--- config.mk ---
export PLATFORM = sky130hd
export DESIGN_NAME = xor_sop_sweep_flat
export DESIGN_NICKNAME = d
export VERILOG_FILES = /design/src/rtl/xor_sop_sweep_pkg.sv /design/src/rtl/xor_sop_sweep_if.sv /design/src/rtl/xor_sop_eval.sv /design/src/rtl/xor_sop_sweep.sv /design/src/flat_wrapper.sv
export SDC_FILE = /design/constraint.sdc
export NUM_CORES = 1
export LEC_CHECK = 0
export ABC_AREA = 1
export ABC_CLOCK_PERIOD_IN_PS = 4400
export CAP_MARGIN = 15
export CORE_MARGIN = 2
export CORE_UTILIZATION = 55
export CTS_BUF_LIST = sky130_fd_sc_hd__clkbuf_8
export CTS_CLUSTER_SIZE = 30
export DETAILED_ROUTE_END_ITERATION = 7
export HOLD_SLACK_MARGIN = 0.06
export PLACE_DENSITY_LB_ADDON = 0.3
export SYNTH_ARGS = -nofsm -noshare
export SYNTH_HDL_FRONTEND = slang
export SYNTH_HIERARCHICAL = 1
export SYNTH_SLANG_ARGS = --single-unit
--- constraint.sdc ---
create_clock -name clk -period 4.4 [get_ports clk]
set_input_delay 0.88 -clock clk [delete_from_list [all_inputs] [get_ports clk]]
set_output_delay 0.88 -clock clk [all_outputs]
set_load 0.05 [all_outputs]
--- src/rtl/xor_sop_sweep_pkg.sv ---
// Shared types, parameter limits and config indexing for the XOR-of-products sweep engine.
package xor_sop_pkg;

    typedef enum logic [1:0] {
        IDLE  = 2'd0,
        SWEEP = 2'd1,
        DONE  = 2'd2
    } state_e;

    localparam int unsigned N_IN_MIN   = 1;
    localparam int unsigned N_IN_MAX   = 8;
    localparam int unsigned N_TERM_MIN = 1;
    localparam int unsigned N_TERM_MAX = 8;

    function automatic bit params_ok(input int unsigned n_in, input int unsigned n_term);
        return (n_in >= N_IN_MIN) && (n_in <= N_IN_MAX) &&
               (n_term >= N_TERM_MIN) && (n_term <= N_TERM_MAX);
    endfunction

    // Flat position of literal i of term t in cfg_care/cfg_pol.
    function automatic int unsigned cfg_idx(input int unsigned t, input int unsigned i,
                                            input int unsigned n_in);
        return t * n_in + i;
    endfunction

endpackage

--- src/rtl/xor_sop_sweep_if.sv ---
// Config, command and result bundle of the sweep engine.
interface xor_sop_sweep_if #(
    parameter int unsigned N_IN   = 4,
    parameter int unsigned N_TERM = 3
);
    localparam int unsigned CFG_W = N_TERM * N_IN;
    localparam int unsigned TBL_W = 1 << N_IN;

    logic [CFG_W-1:0] cfg_care;
    logic [CFG_W-1:0] cfg_pol;
    logic             cfg_load;
    logic             start;
    logic             eval_req;
    logic [N_IN-1:0]  vec_in;
    logic             busy;
    logic             p_valid;
    logic [N_IN-1:0]  p_vec;
    logic             p_out;
    logic             done;
    logic [TBL_W-1:0] table_out;
    logic [N_IN:0]    ones_cnt;

    modport master (
        output cfg_care, cfg_pol, cfg_load, start, eval_req, vec_in,
        input  busy, p_valid, p_vec, p_out, done, table_out, ones_cnt
    );

    modport slave (
        input  cfg_care, cfg_pol, cfg_load, start, eval_req, vec_in,
        output busy, p_valid, p_vec, p_out, done, table_out, ones_cnt
    );
endinterface

--- src/rtl/xor_sop_eval.sv ---
// Combinational XOR-of-products evaluator; an empty term contributes a constant 1.
module xor_sop_eval
    import xor_sop_pkg::*;
#(
    parameter int unsigned N_IN   = 4,
    parameter int unsigned N_TERM = 3
) (
    input  logic [N_TERM*N_IN-1:0] care,
    input  logic [N_TERM*N_IN-1:0] pol,
    input  logic [N_IN-1:0]        vec,
    output logic                   p
);
    logic term;

    always_comb begin
        p    = 1'b0;
        term = 1'b1;
        for (int unsigned t = 0; t < N_TERM; t++) begin
            term = 1'b1;
            for (int unsigned i = 0; i < N_IN; i++) begin
                if (care[cfg_idx(t, i, N_IN)] && (vec[i] != pol[cfg_idx(t, i, N_IN)]))
                    term = 1'b0;
            end
            p = p ^ term;
        end
    end
endmodule

--- src/rtl/xor_sop_sweep.sv ---
// Sweep engine top: FSM, config capture, index counter and registered results.
module xor_sop_sweep
    import xor_sop_pkg::*;
#(
    parameter int unsigned N_IN   = 4,
    parameter int unsigned N_TERM = 3
) (
    input  logic           clk,
    input  logic           rst,
    xor_sop_sweep_if.slave bus
);
    localparam int unsigned CFG_W = N_TERM * N_IN;
    localparam int unsigned TBL_W = 1 << N_IN;
    localparam logic [N_IN-1:0] IDX_LAST = '1;

    if (!params_ok(N_IN, N_TERM)) begin : g_bad_params
        $error("xor_sop_sweep: N_IN and N_TERM must each be in 1..8");
    end

    state_e           state_q, state_d;
    logic [N_IN-1:0]  idx_q;
    logic [CFG_W-1:0] care_q, pol_q;
    logic             busy_q, done_q, p_valid_q, p_out_q;
    logic [N_IN-1:0]  p_vec_q;
    logic [TBL_W-1:0] table_q;
    logic [N_IN:0]    ones_q;
    logic [N_IN-1:0]  eval_vec;
    logic             p_c;
    logic             load_cfg_c, start_c, eval_c, step_c, last_c;

    assign eval_vec = busy_q ? idx_q : bus.vec_in;

    xor_sop_eval #(.N_IN(N_IN), .N_TERM(N_TERM)) u_eval (
        .care (care_q),
        .pol  (pol_q),
        .vec  (eval_vec),
        .p    (p_c)
    );

    always_ff @(posedge clk) begin
        if (rst) state_q <= IDLE;
        else     state_q <= state_d;
    end

    always_comb begin
        state_d = state_q;
        case (state_q)
            IDLE:    if (bus.start) state_d = SWEEP;
            SWEEP:   if (idx_q == IDX_LAST) state_d = DONE;
            DONE:    state_d = IDLE;
            default: state_d = IDLE;
        endcase
    end

    // Command strobes: everything except the sweep step is honoured only in IDLE.
    always_comb begin
        load_cfg_c = (state_q == IDLE) && bus.cfg_load;
        start_c    = (state_q == IDLE) && bus.start;
        eval_c     = (state_q == IDLE) && bus.eval_req && !bus.start;
        step_c     = (state_q == SWEEP);
        last_c     = step_c && (idx_q == IDX_LAST);
    end

    always_ff @(posedge clk) begin
        if (rst) begin
            care_q    <= '0;
            pol_q     <= '0;
            idx_q     <= '0;
            busy_q    <= 1'b0;
            done_q    <= 1'b0;
            p_valid_q <= 1'b0;
            p_vec_q   <= '0;
            p_out_q   <= 1'b0;
            table_q   <= '0;
            ones_q    <= '0;
        end else begin
            if (load_cfg_c) begin
                care_q <= bus.cfg_care;
                pol_q  <= bus.cfg_pol;
            end
            busy_q    <= (state_d != IDLE);
            done_q    <= last_c;
            p_valid_q <= step_c || eval_c;
            if (start_c) begin
                idx_q   <= '0;
                table_q <= '0;
                ones_q  <= '0;
            end else if (step_c) begin
                idx_q          <= idx_q + N_IN'(1);
                table_q[idx_q] <= p_c;
                ones_q         <= ones_q + (N_IN + 1)'(p_c);
                p_vec_q        <= idx_q;
                p_out_q        <= p_c;
            end else if (eval_c) begin
                p_vec_q <= bus.vec_in;
                p_out_q <= p_c;
            end
        end
    end

    assign bus.busy      = busy_q;
    assign bus.done      = done_q;
    assign bus.p_valid   = p_valid_q;
    assign bus.p_vec     = p_vec_q;
    assign bus.p_out     = p_out_q;
    assign bus.table_out = table_q;
    assign bus.ones_cnt  = ones_q;
endmodule
--- src/flat_wrapper.sv ---
// flat-port wrapper written by rule: the top's interface ports become plain ports
module xor_sop_sweep_flat import xor_sop_pkg::*;
#(
    parameter int unsigned N_IN   = 4,
    parameter int unsigned N_TERM = 3
)
  (clk, rst, bus_cfg_care, bus_cfg_pol, bus_cfg_load, bus_start, bus_eval_req, bus_vec_in, bus_busy, bus_p_valid, bus_p_vec, bus_p_out, bus_done, bus_table_out, bus_ones_cnt);
  xor_sop_sweep_if #(.N_IN(N_IN), .N_TERM(N_TERM)) bus_i ();
  input  logic clk;
  input  logic rst;
  input wire logic [$bits(bus_i.cfg_care)-1:0] bus_cfg_care;
  input wire logic [$bits(bus_i.cfg_pol)-1:0] bus_cfg_pol;
  input wire logic [$bits(bus_i.cfg_load)-1:0] bus_cfg_load;
  input wire logic [$bits(bus_i.start)-1:0] bus_start;
  input wire logic [$bits(bus_i.eval_req)-1:0] bus_eval_req;
  input wire logic [$bits(bus_i.vec_in)-1:0] bus_vec_in;
  output wire logic [$bits(bus_i.busy)-1:0] bus_busy;
  output wire logic [$bits(bus_i.p_valid)-1:0] bus_p_valid;
  output wire logic [$bits(bus_i.p_vec)-1:0] bus_p_vec;
  output wire logic [$bits(bus_i.p_out)-1:0] bus_p_out;
  output wire logic [$bits(bus_i.done)-1:0] bus_done;
  output wire logic [$bits(bus_i.table_out)-1:0] bus_table_out;
  output wire logic [$bits(bus_i.ones_cnt)-1:0] bus_ones_cnt;
  assign bus_i.cfg_care = bus_cfg_care;
  assign bus_i.cfg_pol = bus_cfg_pol;
  assign bus_i.cfg_load = bus_cfg_load;
  assign bus_i.start = bus_start;
  assign bus_i.eval_req = bus_eval_req;
  assign bus_i.vec_in = bus_vec_in;
  assign bus_busy = bus_i.busy;
  assign bus_p_valid = bus_i.p_valid;
  assign bus_p_vec = bus_i.p_vec;
  assign bus_p_out = bus_i.p_out;
  assign bus_done = bus_i.done;
  assign bus_table_out = bus_i.table_out;
  assign bus_ones_cnt = bus_i.ones_cnt;
  xor_sop_sweep #(.N_IN(N_IN), .N_TERM(N_TERM)) u_core (.clk(clk), .rst(rst), .bus(bus_i));
endmodule
After elaboration in Yosys (flattened, before gate mapping)
Index checks and enable logic that the tools add are counted.
{ "totals": {"register_bits": 59, "inputBits": 33, "output_inout_bits": 29, "word_cells": 80} }
{ "op_classes": {"n_addsub": 2, "magnitude_cmp": 2, "eq_ne": 14, "n_mux": 23, "n_bitwise": 3, "n_reduce_logical": 25} }
{ "ops": {"columns": ["cell", "n"], "rows": [
  ["$logic_and 1x1->1", 18],
  ["$bwmux 16", 1],
  ["$mux 1", 15],
  ["$mux 4", 3],
  ["$ne 1x1->1", 12],
  ["$add 5x1->5", 1],
  ["$lt 4x5->1 const B", 1],
  ["$add 4x1->4 const B", 1],
  ["$demux 1 s4", 1],
  ["$eq 4x4->1 const B", 1],
  ["$ge 4x1->1 const B", 1],
  ["$mux 2", 2],
  ["$pmux 2 s2", 1],
  ["$reduce_bool 2->1", 2],
  ["$eq 2x1->1 const B", 1],
  ["$logic_not 2->1", 1],
  ["$reduce_and 2->1", 1],
  ["$reduce_or 2->1", 1],
  ["$xor 1x1->1", 2],
  ["$logic_not 1->1", 1],
  ["$logic_or 1x1->1", 1],
  ["$not 1->1", 1]
]} }

Depth between registers and ports, before layout
Gate-level depths: netlist (run 1).
{ "logic_depth": {"depth_word": 11, "ltp_mapped": 20} }

Hierarchy
Netlist (run 1), hierarchy kept.
{ "by_module_without_submodules": {"columns": ["module", "n_inst", "cells_per_inst", "area_each_um2", "seq_area_each_um2"], "rows": [
  ["xor_sop_sweep", 1, 331, 2421.1, 1181.1],
  ["xor_sop_eval", 1, 78, 327.8, 0.0]
]} }

Worst setup path before layout (run 1)
Ideal clock, no wire load.
{ "synth_path": {"path_type": "input to register", "from": "input bus_vec_in[0]", "to": "register u_core.ones_q[4] (netlist: u_core/bus.ones_cnt[4])", "setup_ns": 0.117, "t_arrival_ns": 2.608, "required_ns": 4.283, "slack_ns": 1.675, "path_stages": 17, "cell_sequence": "inv_1 -> o21ai_0 -> nand2_1 -> nand3_1 -> nand2_1 -> nor2_1 -> nand2_2 -> nand2_1 -> nand2_1 -> nand2_1 -> ha_1 -> ha_1 -> nand3_1 -> nor2_1 -> nand3_1 -> nand2_1 -> nor2_2"} }
{ "synth_via": {"elab_chain_cells": 10} }
{ "synth_rtl": {"columns": ["item", "line_no", "source"], "rows": [
  ["start: declaration", "flat_wrapper.sv:16", "input wire logic [$bits(bus_i.vec_in)-1:0] bus_vec_in;"],
  ["$mux 4 *", "xor_sop_sweep.sv:31", "assign eval_vec = busy_q ? idx_q : bus.vec_in;"],
  ["net u_core.eval_vec[0]", "xor_sop_sweep.sv:27", "logic [N_IN-1:0] eval_vec;"],
  ["$ne 1x1->1", "xor_sop_eval.sv:21", "if (care[cfg_idx(t, i, N_IN)] && (vec[i] != pol[cfg_idx(t, i, N_IN)]))"],
  ["$logic_and 1x1->1", "xor_sop_eval.sv:21", null],
  ["$mux 1 (4 in series)", "xor_sop_eval.sv:21", null],
  ["$xor 1x1->1", "xor_sop_eval.sv:24", "p = p ^ term;"],
  ["$xor 1x1->1 *", "xor_sop_eval.sv:24", null],
  ["net u_core.p_c", "xor_sop_sweep.sv:28", "logic p_c;"],
  ["$add 5x1->5 *", "xor_sop_sweep.sv:91", "ones_q <= ones_q + (N_IN + 1)'(p_c);"],
  ["end signal: assignment", "xor_sop_sweep.sv:91", null],
  ["end: declaration", "xor_sop_sweep.sv:26", "logic [N_IN:0] ones_q;"]
]} }
Mark *: on every way through the listed nets, which the timed path passes. The rest lies on a longest branch.
A chain may end at the register's enable or synchronous reset.

Worst setup path after layout (run 1)
Same ends and word-level chain as after synthesis.

==> results of run 1 <==
-- through the flow --
| step | instance area (um2) | hold slack [ns] | power [mW] | util (%) | instances |
|---|---|---|---|---|---|
| 5_1_grt | 3560 | 0.491 | 1.41 | 74.4 | 541 |
| 3_3_place_gp | 3350 | 0.454 | 0.829 | 70.0 | 525 |
| 4_1_cts | 3560 | 0.475 | 1.35 | 74.4 | 541 |
| 3_5_place_dp | 3350 | 0.459 | 0.833 | 70.0 | 525 |
| 6_report | 3560 | 0.466 | 1.35 | 74.4 | 541 |
| 2_1_floorplan | 2750 | 0.454 | 0.764 | - | 409 |
-- sequential cells by signal, summed over array words and instances (netlist names) --
name	count
u_core/idx_q	4
u_core/bus.p_valid	1
u_core/care_q	12
u_core/bus.done	1
u_core/bus.p_out	1
u_core/bus.table_out	16
u_core/pol_q	12
u_core/bus.ones_cnt	5
u_core/state_q	2
u_core/bus.p_vec	4
u_core/bus.busy	1
-- worst max-delay path: stages --
cell and delay (ns):
clkdlybuf4s50_1 0.48, inv_1 0.05, o21ai_0 0.47, inv_2 0.08, nand2_1 0.09, nand3_1 0.06, nand2_1 0.11, inv_1 0.05
nand2_1 0.05, nand2_1 0.08, nand2_1 0.08, nand2_1 0.05, nand2_1 0.14, ha_1 0.19, ha_1 0.14, nand3_1 0.09
nor2_1 0.19, nand3_1 0.09, nand2_1 0.08, nor2_2 0.03
-- per-layer routing --
metal	wire length [um]	part of all wire [%]
met2	2900	47
met4	95	1.5
met3	349	5.6
met1	2840	46
met5	0	0
-- layout by cell type (no fill, tap or decap) --
cell type	synthesis	layout
nor2_1	126	126
nand2_1	98	98
clkdlybuf4s50_1	0	61
dfxtp_1	59	59
o21ai_0	31	31
inv_1	22	23
nand3_1	15	15
a21oi_1	12	12
clkbuf_8	0	9
inv_2	6	6
ha_1	6	6
clkinv_2	0	4
nand2_2	4	4
nor2_2	3	3
o21ai_1	3	3
xor2_1	3	3
bufinv_16	0	2
nor3b_1	2	2
nor3_1	2	2
nand2_4	1	1
nor2_4	1	1
a21oi_4	1	1
inv_6	1	1
or2_0	1	1
-- worst min-delay path by stage --
stage	startpoint	to	slack, ns	cells past startpoint
floorplan	u_core/care_q[10]$_SDFFE_PP0P_	u_core/care_q[10]$_SDFFE_PP0P_	0.45	2
global placement	u_core/bus.p_out$_SDFFE_PP0P_	u_core/bus.p_out$_SDFFE_PP0P_	0.45	2
detailed placement	u_core/bus.table_out[15]$_SDFFE_PP0P_	u_core/bus.table_out[15]$_SDFFE_PP0P_	0.46	2
CTS	u_core/bus.table_out[15]$_SDFFE_PP0P_	u_core/bus.table_out[15]$_SDFFE_PP0P_	0.48	2
global route	u_core/bus.table_out[15]$_SDFFE_PP0P_	u_core/bus.table_out[15]$_SDFFE_PP0P_	0.49	2
finish	u_core/bus.table_out[15]$_SDFFE_PP0P_	u_core/bus.table_out[15]$_SDFFE_PP0P_	0.47	2
-- layout make-up --
class                      instances  area share (%)
clock inverter                     7            2.36
clock buffer                       9            3.48
timing repair buffer              61            17.2
multi-input combinational        309            38.3
tap                               67            2.36
inverter                          29            3.20
sequential                        59            33.2
-- kinds of logic after synthesis --
group	synth area share, %
AOI/OAI and AO/OA	8.97
and+or+nand+nor	36.9
xor gates and xnor gates	0.956
adders and majority gates	2.73
buffers and inverters	7.51
DFF	43.0
-- power groups by stage --
stage	Combinational (mW)	Sequential (mW)	Clock (mW)
final	0.242	0.585	0.521
after global routing	0.270	0.588	0.556
after CTS	0.242	0.585	0.528
after detailed placement	0.238	0.596	0
after global placement	0.233	0.595	0
after floorplan	0.146	0.618	0
==> flow_summary.yaml, run 1 <==
clock_network:
  cts_tree: "done"
  clk_pin_slew_worst_paths_ns: 0.07
  numClockSinks: 59
  clock_latency_ns: 0.34
  cts_resized: 0
  clock_path_buffers: 2
  holdBufCountCts: 0
  cts-root-buf: "clkbuf_8"
  post_cts_buffers: 0
  htree_levels: 3
  cts_buffers: 9
pwr:
  p_sw_share_pct: 28.5
  power_frac_seq_pct: 43.4
  p_int_uw: 963
  p_comb_share_pct: 17.9
  powerDensity_nw_per_um2: 379
  leakagePower_nw: 1.47
  p_clk_share_pct: 38.7
  peakVddDrop_mv: 0.265
  p_sw_uw: 384
synth:
  synth-edff-count: 0
  synth.net_count: 448
  ys_ff_latch: 59
  synth.most_common_cell: "nor2_1"
  syn_inst: 409
  synth.avg_cell_area_um2: 6.72
  synth_flop_cell: "dfxtp_1"
  ys_warn_count: 6
  synth_area_um2: 2750
  yosys.area.top_type: "dfxtp_1"
  synth_commonest_cells: "nor2_1 (126), nand2_1 (98), dfxtp_1 (59)"
  synth_top_area_share_pct: 43.0
  synthDistinctLibCells: 25
  ys_seq_area_share_pct: 43.0
  synth_area_leaders: "dfxtp_1 (43%), nor2_1 (17%), nand2_1 (13%)"
  synth-async-reset-ratio_pct: 0
drt:
  wire_per_inst_um: 11.4
  ant_nets: 0
  firstDrtPassIters: 4
  drt-vias-per-instance: 4.89
  vias: 2643
  drc_errors: 0
  drtIter0Drc: 143
  wirelength_mm: 6.18
sta:
  rsz0062_at_grt: "false"
  layout_setup_ws_ns: 1.16
  fin_tns_setup_ns: 0
  skew_ns: 0.00912
  slew_headroom_pct: 60.9
  drv_slew: 0
  hold_viol: 0
  post-route-period-util_pct: 73.6
  max_freq_mhz: 309
  tightestPinTransition_ns: 0.581
  report.final.setup_viol: 0
  fin_crit_ns: 3.24
global_routing:
  top_usage_layer: "met2"
  use_met1_pct: 31.2
  met2_usage_pct: 38.0
  grt_pass1_vias: 2348
  track_usage_pct: 23.9
  grt_max_degree: 30
  use_met3_pct: 4.82
  grt_pass1_wl_mm: 10.1
  grt_antenna_before_repair: 0
  grt_overflow: 0
setup_path:
  setup.worst_path.end: "u_core/bus.ones_cnt[4]$_SDFFE_PP0P_"
  required_ns: 4.64
  startpoint_type: "primary input"
  r2r_setup_slack_ns: 1.73
  worst_r2r_endpoint: "u_core/bus.ones_cnt[4]$_SDFFE_PP0P_"
  crit_fanout: 4
  critPathLaunch: "bus_vec_in[0]"
  cp.arrival_ns: 3.48
  rr_worst_depth: 19
  end_kind: "flop"
  criticalPathCategory: "in2reg"
  reg2reg_from: "u_core/bus.busy$_SDFF_PP0_"
floorplan:
  start_util_pct: 57.4
  rows: 25
  core_um2: 4790
  die_area_um2: 5580
  die_w_um: 74.7
  top_level_ports: 62
  die_height_um: 74.7
placed_design:
  gp_congestion: 0.851
  port_buffers: 61
  dp_hpwl_mm: 4.46
  dp_slack_ns: 0.874
min_path:
  hold_class: "reg2reg"
status:
  status: "finished, final reports clean"
cells_and_area:
  nets: 508
  diodes: 0
  multi_input_area_um2: 1360
  drive_gt1_share_pct: 6.75
  seqCellArea_um2: 1180
  area_growth_pct: 29.4
  nFillCells: 404
run:
  cap_violations: 0
No activity file was read; power rests on OpenSTA's default activity.
==> run 2: changes to the inputs <==
--- a/config.mk
+++ b/config.mk
@@ -6,10 +6,10 @@
 export NUM_CORES = 1
 export LEC_CHECK = 0
 export ABC_AREA = 1
-export ABC_CLOCK_PERIOD_IN_PS = 4400
+export ABC_CLOCK_PERIOD_IN_PS = 2700
 export CAP_MARGIN = 15
 export CORE_MARGIN = 2
-export CORE_UTILIZATION = 55
+export CORE_UTILIZATION = 47
 export CTS_BUF_LIST = sky130_fd_sc_hd__clkbuf_8
 export CTS_CLUSTER_SIZE = 30
 export DETAILED_ROUTE_END_ITERATION = 7
==> constraint.sdc (replaced) <==
create_clock -name clk -period 2.7 [get_ports clk]
set_input_delay 0.54 -clock clk [delete_from_list [all_inputs] [get_ports clk]]
set_output_delay 0.54 -clock clk [all_outputs]
set_load 0.05 [all_outputs]
==> flow_summary.yaml, run 2 (synthesis gave the netlist of run 1 again) <==
status:
  status: "finished, final reports clean"
global_routing:
  grt_pass1_wl_mm: 9.87
  grt_antenna_before_repair: 0
  grt_pass1_vias: 2264
  grt_overflow: 0
  track_usage_pct: 20.1
  grt_max_degree: 30
pwr:
  leakagePower_nw: 1.53
  powerDensity_nw_per_um2: 624
  peakVddDrop_mv: 0.507
  power_mw: 2.29
drt:
  wire_per_inst_um: 10.9
  drc_errors: 0
  drt-vias-per-instance: 4.76
  drtIter0Drc: 142
  wirelength_mm: 6.05
  vias: 2634
  firstDrtPassIters: 4
  ant_nets: 0
cells_and_area:
  final_common_cell: "nor2_1"
  post-route-util_pct: 65.9
  final_cells: 553
  largest_reg_flops: 16
  diodes: 0
  final_cell_mix: "nor2_1 (125), nand2_1 (97), clkdlybuf4s50_1 (59), dfxtp_1 (59), o21ai_0 (30)"
  nets: 515
  layout.cell_area.non_filler_um2: 3670
  area_growth_pct: 33.7
  drive_gt1_share_pct: 9.36
clock_network:
  cts_buffers: 9
  holdBufCountCts: 0
  clock_latency_ns: 0.34
  clock_path_buffers: 2
  clk_pin_slew_worst_paths_ns: 0.06
  cts_tree: "done"
  numClockSinks: 59
  cts-root-buf: "clkbuf_8"
  htree_levels: 3
floorplan:
  die_area_um2: 6480
  start_util_pct: 49.3
  top_level_ports: 62
  die_w_um: 80.5
  die_height_um: 80.5
  rows: 27
  core_um2: 5570
setup_path:
  slowest_delay_ns: 0.46
  required_ns: 2.93
  cp.arrival_ns: 2.69
  slowest_stage: "clkdlybuf4s50_1"
  crit_fanout: 4
  critical_path.top_delay_family: "simple AND/OR/NAND/NOR gates"
  setup.worst_path.end: "u_core/bus.ones_cnt[4]$_SDFFE_PP0P_"
  r2r_setup_slack_ns: 0.29
  end_kind: "flop"
  worst-path-stages: 19
  path_cells: "clkdlybuf4s50_1 -> inv_1 -> o21ai_1 -> buf_4 -> nand2_1 -> nand3_1 -> nand2_1 -> nor2_1 -> nand2_2 -> nand2_1 -> nand2_1 -> nand2_2 -> ha_2 -> ha_1 -> nand3_2 -> nor2_4 -> nand3_1 -> nand2_1 -> nor2_2"
  cp_num_buf_inv: 3
  worst_r2r_endpoint: "u_core/bus.ones_cnt[4]$_SDFFE_PP0P_"
  criticalPathCategory: "in2reg"
  reg2reg_from: "u_core/bus.busy$_SDFF_PP0_"
  rr_worst_depth: 20
  startpoint_type: "primary input"
  critPathLaunch: "bus_vec_in[0]"
  critPathMostFrequentCell: "nand2_1"
placed_design:
  port_buffers: 61
  dp_hpwl_mm: 4.35
  dpl.cell_count: 536
  place_area_um2: 3410
  gp_congestion: 0.802
sta:
  report.final.setup_viol: 0
  rsz0062_at_grt: "false"
  skew_ns: 0.00499
  slew_headroom_pct: 66.3
  tightestPinTransition_ns: 0.504
  max_freq_mhz: 406
  fin_crit_ns: 2.46
  hold_viol: 0
  post-route-period-util_pct: 91.1
  drv_slew: 0
min_path:
  hold_class: "reg2reg"
run:
  cap_violations: 0
-- run 2: power by group --
part           internal, mW  switching [mW]
Combinational         0.184           0.258
Sequential            0.917          0.0357
Clock                 0.564           0.332
Total                  1.67           0.626
-- run 2: worst min-delay path, delay by kind of cell, from the launching register on --
| family | cells | cell delay, ns |
|---|---|---|
| AOI/OAI and AO/OA | 1 | 0.05 |
| DFF | 1 | 0.31 |
| and+or+nand+nor | 1 | 0.06 |
-- run 2: cell type report --
class	count	area, um2
fill	481	1900
multi-input combinational	309	1380
sequential	59	1180
timing repair buffer	68	681
clock buffer	11	151
inverter	29	114
tap	72	90.1
clock inverter	5	75.1
-- run 2: stage by stage --
step / hold slack [ns] / worst slack [ns] / TNS (ns)
CTS: 0.466 / 0.145 / 0
global route: 0.486 / 0.0131 / 0
detailed placement: 0.451 / -0.221 / -0.411
floorplan: 0.454 / 0.00472 / 0
finish: 0.463 / 0.239 / 0
global placement: 0.456 / -0.137 / -0.219
-- run 2: how the worst min path moves through the flow --
stage | slack [ns] | start | to | depth (start not counted)
CTS | 0.47 | u_core/bus.table_out[15]$_SDFFE_PP0P_ | u_core/bus.table_out[15]$_SDFFE_PP0P_ | 2
global placement | 0.46 | u_core/bus.p_out$_SDFFE_PP0P_ | u_core/bus.p_out$_SDFFE_PP0P_ | 2
floorplan | 0.45 | u_core/care_q[10]$_SDFFE_PP0P_ | u_core/care_q[10]$_SDFFE_PP0P_ | 2
global route | 0.49 | u_core/bus.table_out[15]$_SDFFE_PP0P_ | u_core/bus.table_out[15]$_SDFFE_PP0P_ | 2
finish | 0.46 | u_core/bus.table_out[15]$_SDFFE_PP0P_ | u_core/bus.table_out[15]$_SDFFE_PP0P_ | 2
detailed placement | 0.45 | u_core/bus.p_out$_SDFFE_PP0P_ | u_core/bus.p_out$_SDFFE_PP0P_ | 2
-- run 2: metal layers --
layer  track usage, %  vias to the layer above  share of wire [%]
met5                0                        -                  0
met4             10.8                        0                1.5
met3             6.63                       13                6.2
met2             32.0                       81                 47
met1             23.7                     1138                 45
li1                 -                     1402                  -
-- run 2: timing repair --
action / 4_1_cts / 5_1_grt
gates resized for setup: 0 / 9
endpoints found under the setup margin: 0 / 3
setup buffers: 0 / 1
endpoints found under the hold margin: 0 / 0
==> run 3: changes to the inputs <==
--- a/config.mk
+++ b/config.mk
@@ -14,8 +14,9 @@
 export CTS_CLUSTER_SIZE = 30
 export DETAILED_ROUTE_END_ITERATION = 7
 export HOLD_SLACK_MARGIN = 0.06
-export PLACE_DENSITY_LB_ADDON = 0.3
+export PLACE_DENSITY = 0.78
 export SYNTH_ARGS = -nofsm -noshare
 export SYNTH_HDL_FRONTEND = slang
 export SYNTH_HIERARCHICAL = 1
 export SYNTH_SLANG_ARGS = --single-unit
+export TNS_END_PERCENT = 100
==> flow_summary.yaml, run 3 (synthesis gave the netlist of run 1 again) <==
drt:
  drtIter0Drc: 100
  vias: 2647
  m1WireLength_mm: 2.91
  drc_errors: 0
  drt-vias-per-instance: 4.81
  wirelength_mm: 6.25
  top_layer: "met4"
  wire_per_inst_um: 11.4
  wl_met3_um: 253
  dr_wl_met2_mm: 2.95
  ant_nets: 0
  firstDrtPassIters: 4
clock_network:
  numClockSinks: 59
  cts_buffers: 9
  holdBufCountCts: 0
  clk_pin_slew_worst_paths_ns: 0.07
  cts-root-buf: "clkbuf_8"
  htree_levels: 3
  cts_tree: "done"
  clock_latency_ns: 0.33
  clock_path_buffers: 2
cells_and_area:
  diodes: 0
  largest_reg_flops: 16
  nets: 513
  final_cell_mix: "nor2_1 (124), nand2_1 (98), clkdlybuf4s50_1 (60)"
  drive_gt1_share_pct: 8.79
  layout.cell_area.non_filler_um2: 3610
  area_growth_pct: 31.4
  final_common_cell: "nor2_1"
  nFillCells: 527
global_routing:
  grt_overflow: 0
  grt_max_degree: 30
  track_usage_pct: 20.3
  grt_pass1_vias: 2369
  grt_pass1_wl_mm: 10.2
  grt_antenna_before_repair: 0
min_path:
  whs_path_depth: 2
  hold_class: "reg2reg"
  holdPathEnd: "u_core/bus.table_out[15]$_SDFFE_PP0P_"
  holdCritStartpoint: "u_core/bus.table_out[15]$_SDFFE_PP0P_"
sta:
  fin_tns_setup_ns: 0
  tightestPinTransition_ns: 0.503
  drv_slew: 0
  report.final.setup_viol: 0
  fin_crit_ns: 2.58
  max_freq_mhz: 388
  hold_viol: 0
  post-route-period-util_pct: 95.5
  skew_ns: 0.00730
  slew_headroom_pct: 66.4
setup_path:
  end_kind: "flop"
  worst_r2r_endpoint: "u_core/bus.ones_cnt[4]$_SDFFE_PP0P_"
  required_ns: 2.93
  criticalPathCategory: "in2reg"
  crit_fanout: 6
  rr_worst_depth: 18
  critPathLaunch: "bus_vec_in[2]"
  reg2reg_from: "u_core/bus.busy$_SDFF_PP0_"
  startpoint_type: "primary input"
  cp.arrival_ns: 2.80
  r2r_setup_slack_ns: 0.27
placed_design:
  gp_congestion: 0.878
  place_area_um2: 3410
  port_buffers: 61
  dp_hpwl_mm: 4.55
status:
  status: "finished, final reports clean"
pwr:
  power_mw: 2.14
  leakagePower_nw: 1.49
  powerDensity_nw_per_um2: 592
  peakVddDrop_mv: 0.461
floorplan:
  start_util_pct: 49.3
  core_um2: 5570
  rows: 27
  die_height_um: 80.5
  top_level_ports: 62
  die_w_um: 80.5
  die_area_um2: 6480
run:
  cap_violations: 0
==> run 3: repair_timing <==
action,4_1_cts,5_1_grt
buffers inserted,0,0
gates resized for setup,0,8
hold endpoints to repair,0,0
endpoints found under the setup margin,0,2
==> run 3: per-stage QoR <==
step           utilization [%]  cells  worst slack (ns)  hold slack [ns]
2_1_floorplan                -    409           0.00472            0.454
3_3_place_gp              61.1    535            -0.137            0.456
3_5_place_dp              61.1    535            -0.253            0.460
4_1_cts                   64.4    550            0.0810            0.473
5_1_grt                   64.8    550          -0.00906            0.501
6_report                  64.8    550             0.122            0.470
==> run 3: final cells by class <==
cell class	instances	area (um2)	area share, %
Clock inverter	6	57.6	1.59
Clock buffer	9	124	3.43
Tap cell	72	90.1	2.49
Multi-Input combinational cell	309	1380	38.3
Sequential cell	59	1180	32.7
Inverter	29	114	3.15
Timing Repair Buffer	66	663	18.4
==> run 3: per-layer routing <==
layer / global-route usage, % / up-vias
li1: - / 1396
met1: 24.9 / 1174
met2: 32.8 / 63
met3: 4.27 / 14
met4: 12.0 / 0
met5: 0 / -
==> run 3: worst max path at each step <==
| stage | to | slack, ns | cells past startpoint |
|---|---|---|---|
| 2_1_floorplan | u_core/bus.ones_cnt[4]$_SDFFE_PP0P_ | 0.005 | 18 |
| 3_3_place_gp | u_core/bus.ones_cnt[4]$_SDFFE_PP0P_ | -0.14 | 19 |
| 3_5_place_dp | u_core/bus.ones_cnt[4]$_SDFFE_PP0P_ | -0.25 | 19 |
| 4_1_cts | u_core/bus.ones_cnt[4]$_SDFFE_PP0P_ | 0.08 | 20 |
| 5_1_grt | u_core/bus.ones_cnt[4]$_SDFFE_PP0P_ | -0.009 | 20 |
| 6_report | u_core/bus.ones_cnt[4]$_SDFFE_PP0P_ | 0.12 | 19 |
==> run 3: worst max-delay path: stages <==
cell             delay (ns)
clkdlybuf4s50_1        0.49
nor2_1                 0.06
a21oi_1                0.14
buf_4                  0.16
nand2_1                0.07
nand2_1                0.06
nor2_1                 0.03
nor2_1                 0.12
nand2_1                0.08
nand2_1                0.08
nand3_1                0.08
nand2_1                0.09
ha_2                   0.18
ha_1                   0.15
nand3_2                0.11
nor2_4                 0.14
nand3_1                0.09
nand2_1                0.09
nor2_2                 0.03
==> run 3: power breakdown <==
group          internal, mW  total [mW]  leakage [nW]  switching (mW)
combinational         0.181       0.437         0.913           0.256
clock                 0.414       0.749        0.0946           0.335
sequential            0.917       0.953         0.483          0.0360
